==> src/rtl/undo_history_ctrl.sv <==
// Undo history controller: circular LIFO of game_state snapshots.
// Pushes save a snapshot with no latency; a pop restores the newest snapshot
// one cycle later via a pop_valid pulse, then the controller returns to idle.
// Build option: define HISTORY_OVERWRITE_EN to let a push while full overwrite
// the oldest entry; otherwise such a push is discarded. Either way overflow pulses.
module undo_history_ctrl #(
  parameter int unsigned AW = 3,
  parameter int unsigned W  = 135
) (
  input  logic          clk,
  input  logic          reset,
  input  logic          clear,
  input  logic          push,
  input  logic [W-1:0]  push_state,
  input  logic          pop,
  output logic          ready,
  output logic          pop_valid,
  output logic [W-1:0]  pop_state,
  output logic [AW:0]   count,
  output logic          empty,
  output logic          full,
  output logic          overflow,
  output logic          underflow
);

  localparam int unsigned DEPTH = 2 ** AW;
  localparam logic [AW:0] DepthCnt = {1'b1, {AW{1'b0}}};

  typedef enum logic [0:0] {StIdle, StOut} state_e;

  state_e          state_q;
  logic [AW-1:0]   top_q;
  logic [AW:0]     count_q;
  logic [W-1:0]    pop_state_q;
  logic            pop_valid_q;
  logic            overflow_q;
  logic            underflow_q;
  logic [W-1:0]    mem [DEPTH];
  logic            wr_en;

  assign ready     = (state_q == StIdle);
  assign count     = count_q;
  assign empty     = (count_q == '0);
  assign full      = (count_q == DepthCnt);
  assign pop_valid = pop_valid_q;
  assign pop_state = pop_state_q;
  assign overflow  = overflow_q;
  assign underflow = underflow_q;

  // Storage write: only an accepted push in idle with no higher-priority request.
  always_comb begin
    wr_en = 1'b0;
    if (!reset && !clear && (state_q == StIdle) && !pop && push) begin
`ifdef HISTORY_OVERWRITE_EN
      wr_en = 1'b1;
`else
      wr_en = !full;
`endif
    end
  end

  // Snapshot storage; contents are don't-care after reset/clear.
  always_ff @(posedge clk) begin
    if (wr_en) begin
      mem[top_q] <= push_state;
    end
  end

  // Control FSM, pointers and registered status pulses.
  always_ff @(posedge clk) begin
    if (reset) begin
      state_q     <= StIdle;
      top_q       <= '0;
      count_q     <= '0;
      pop_state_q <= '0;
      pop_valid_q <= 1'b0;
      overflow_q  <= 1'b0;
      underflow_q <= 1'b0;
    end else begin
      pop_valid_q <= 1'b0;
      overflow_q  <= 1'b0;
      underflow_q <= 1'b0;
      if (clear) begin
        state_q <= StIdle;
        top_q   <= '0;
        count_q <= '0;
      end else begin
        unique case (state_q)
          StIdle: begin
            if (pop) begin
              if (empty) begin
                underflow_q <= 1'b1;
              end else begin
                top_q       <= top_q - AW'(1);
                count_q     <= count_q - (AW+1)'(1);
                pop_state_q <= mem[top_q - AW'(1)];
                pop_valid_q <= 1'b1;
                state_q     <= StOut;
              end
            end else if (push) begin
              if (!full) begin
                top_q   <= top_q + AW'(1);
                count_q <= count_q + (AW+1)'(1);
              end else begin
                overflow_q <= 1'b1;
`ifdef HISTORY_OVERWRITE_EN
                // Oldest entry is lost; count stays saturated at DEPTH.
                top_q <= top_q + AW'(1);
`endif
              end
            end
          end
          StOut: begin
            // Requests here are ignored; pop_valid is high during this cycle.
            state_q <= StIdle;
          end
          default: state_q <= StIdle;
        endcase
      end
    end
  end

endmodule

==> config.mk <==
export PLATFORM = sky130hd
export DESIGN_NAME = undo_history_ctrl
export DESIGN_NICKNAME = d
export VERILOG_FILES = /design/src/rtl/undo_history_ctrl.sv
export SDC_FILE = /design/constraint.sdc
export NUM_CORES = 1
export LEC_CHECK = 0
export ABC_AREA = 1
export BUFFER_PORTS_ARGS = -buffer_cell sky130_fd_sc_hd__buf_2
export CAP_MARGIN = 20
export CORE_MARGIN = 1.5
export CORE_UTILIZATION = 38
export CTS_BUF_LIST = sky130_fd_sc_hd__clkbuf_8
export CTS_CLUSTER_DIAMETER = 40
export DETAILED_ROUTE_END_ITERATION = 7
export GPL_ROUTABILITY_DRIVEN = 0
export GPL_TIMING_DRIVEN = 0
export PLACE_DENSITY = 0.56
export SLEW_MARGIN = 25
export SYNTH_ARGS = -nofsm -noshare
export SYNTH_HDL_FRONTEND = slang
export SYNTH_SLANG_ARGS = --single-unit
export TNS_END_PERCENT = 50
==> constraint.sdc <==
create_clock -name clk -period 14.04 [get_ports clk]
set_input_delay 0.702 -clock clk [delete_from_list [all_inputs] [get_ports clk]]
set_output_delay 0.702 -clock clk [all_outputs]
set_load 0.05 [all_outputs]
==> reports/qor.yml <==
floorplanning:
  num_rows: 135
  die-area_sq_um: 138000
  die_w_um: 372
  core-area_sq_um: 135000
  start_util: 0.382
  fp.dieH_um: 372
  io_pins: 285
yosys:
  yosysUniqueCellTypes: 23
  yosys_warnings: 0
  synthCells: 5218
  netlist_top_cells_count: "nand2_1, inv_1, edfxtp_1, nand3_1, clkbuf_1"
  ys.flop_type: "edfxtp_1"
  async_flop_share: 0
  synth_compound_area_frac: 0.0134
  ys_ff_latch: 1225
  ys_seq_area_frac: 0.683
  syn_area_per_cell_sq_um: 9.91
  syn_area_sq_um: 51700
  synth.top_cell.area_share: 0.627
  synth_area_leaders: "edfxtp_1, nand2_1, inv_1, nand3_1, dfxtp_1"
  synth_top_family_by_area: "simple AND/OR/NAND/NOR gates"
  synth_edf_count: 1080
  synth_nets: 5363
  yosys.area_share.simple: 0.191
  synth_top_cell_by_area: "edfxtp_1"
  synthAdderAreaFrac: 0.00135
  synthMuxAreaShare: 0
  yosysMostFrequentCell: "nand2_1"
  synth-xor-area-share: 0.00131
clock_network:
  tritoncts.num_buffers: 217
  cts_tree: "built"
  cts_root_buffer: "clkbuf_8"
  cts_buffer_depth: 3
  numClockSinks: 1225
  cts_setup_buffers: 0
  clock_latency_ns: 0.94
  path_clk_slew_ns: 0.06
  holdBufCountCts: 128
  h-tree-depth: 4
  cts_resized: 0
pwr:
  p_per_area_nw_per_um2: 136
  ir_worst_vdd_uv: 82.3
  leakagePower_nw: 28.5
routing:
  vias: 36862
  wl_um: 152000
  firstDrtPassIters: 6
  drc: 0
  drt-wirelength-per-cell_um: 19.2
  dr.first_iter.drc_count: 3231
  post_drt_via_cell_ratio: 4.66
  drtAntennaViolNets: 0
critical_path:
  crit_chain: "clkbuf_1 > inv_1 > buf_2 > buf_2 > buf_2 > ha_1 > buf_2 > buf_2 > buf_1 > nand3_1 > nand3_1 > nand2_1 > a21oi_1"
  worstPathMaxFanout: 11
  crit_top_cell: "buf_2"
  worst-setup-path-type: "register to register"
  startpoint: "top_q[0]"
  rrSetupSlack_ns: 9.74
  cp-start-kind: "register"
  reg2reg_from: "top_q[0]"
  arrival_ns: 5.14
  crit_path_top_delay_cell: "buf_2"
  cp.required_ns: 14.89
  cpPeakStageDelay_ns: 0.63
  worst_setup_path_end_kind: "register"
sta:
  tns_ns: 0
  rsz0062_at_grt: "no"
  fmaxAchievable_ghz: 0.233
  hold_viol_final: 0
  max_slew_margin: 0.419
  drv_slew: 0
  period_needed_ns: 4.30
  setup_viol: 0
  period_share: 0.306
  tightest_slew_ns: 0.868
  timing.hold.ws_ns: 0.0938
  clock_skew_ns: 0.0739
  setup_slack_ns: 9.74
placed_design:
  preCtsSetupSlack_ns: 9.71
  io_buffers: 284
  placed_area_sq_um: 57300
  dpl.hpwl_um: 99200
global_route:
  grt-ovfl-total: 0
  grt_start_max_net_pins: 21
  grt_use_total: 0.218
  grt_pass1_vias: 35182
  grt_pass1_wl_um: 221000
  antenna_found_initial: 23
flow_run:
  cap_violations: 0
layout:
  fillCellCount: 12404
  layout-drive-gt1-share: 0.120
  layout.area.seq_sq_um: 35300
  area_delta_synth_final_pct: 21.6
  stdcell_area_sq_um: 62900
  utilization: 0.465
  multi_input_area_sq_um: 10800
  nNetsFinal: 6066
worst_hold_path:
  worstHoldStart: "push_state[66]"
  hp-class: "primary input to register"
status:
  run_status: "finished clean"
## registers in the layout, indices dropped and copies added (netlist names)
| register | cells |
|---|---|
| mem | 1080 |
| pop_state | 135 |
| count | 4 |
| top_q | 3 |
| overflow | 1 |
| state_q | 1 |
| underflow | 1 |
## power by group
group / switching (W) / internal (W)
registers: 0.0000261 / 0.00401
clock network: 0.00153 / 0.00172
logic: 0.000957 / 0.000326
total: 0.00251 / 0.00606
## critical path: cells and delay by family (launching register included)
family | cells | cell delay (ns)
AO/OA/AOI/OAI | 1 | 0.16
adder cells (fa/ha/maj) | 1 | 0.22
buffers and inverters | 8 | 3.05
flip-flops | 1 | 0.31
AND/OR/NAND/NOR | 3 | 0.44
## layout make-up
cell class | count | share of cell area
buffer | 252 | 0.0167
antenna | 13 | 0.000517
multi-input combinational | 2510 | 0.172
clock inverter | 181 | 0.0188
inverter | 1231 | 0.0735
tap | 1781 | 0.0354
timing repair buffer | 484 | 0.0719
clock buffer | 225 | 0.0492
sequential | 1225 | 0.562
## layout by cell type, fill, tap and decap left out, drive strengths merged
| master | Yosys | final |
|---|---|---|
| dlygate4sd3 | 0 | 128 |
| o21ai | 1 | 1 |
| nor2 | 29 | 29 |
| dfxtp | 145 | 145 |
| buf | 96 | 452 |
| diode | 0 | 13 |
| inv | 1231 | 1334 |
| ha | 4 | 4 |
| clkinv | 0 | 59 |
| nand3 | 820 | 820 |
| a21oi | 137 | 137 |
| xor2 | 3 | 3 |
| clkinvlp | 0 | 7 |
| clkbuf | 156 | 381 |
| nand2 | 1508 | 1508 |
| xnor2 | 3 | 3 |
| edfxtp | 1080 | 1080 |
| or2 | 1 | 1 |
| fa | 1 | 1 |
| bufinv | 0 | 12 |
| nor3 | 3 | 3 |
## cell families (layout without fill, tap and decap cells)
group / count (synthesis) / in the layout
AND/OR/NAND/NOR: 2361 / 2361
other: 0 / 13
XOR/XNOR: 6 / 6
adder cells (fa/ha/maj): 5 / 5
buffers and inverters: 1483 / 2373
flip-flops: 1225 / 1225
AO/OA/AOI/OAI: 138 / 138
## routing by layer
layer / vias to the layer above / part of all wire / GRT usage / routed length (um)
met1: 17389 / 0.43 / 0.292 / 65600
met5: - / 0.00094 / 0 / 142
met4: 20 / 0.027 / 0.0725 / 4120
met3: 278 / 0.076 / 0.0494 / 11500
met2: 1263 / 0.46 / 0.348 / 70300
li1: 17912 / - / - / -
## through the flow
step           std cells  power (W)
6_report            7902    0.00857
5_1_grt             7898    0.00890
4_1_cts             7889    0.00865
3_5_place_dp        7355    0.00537
3_3_place_gp        7283    0.00536
2_1_floorplan       5218    0.00484
## final timing paths
path,to,cells after the start
min reg2reg,pop_state[128],4
max reg2reg,pop_state[27],13
min,mem[4][66],1
max,pop_state[27],13
No activity file was read; power rests on OpenSTA's default activity.
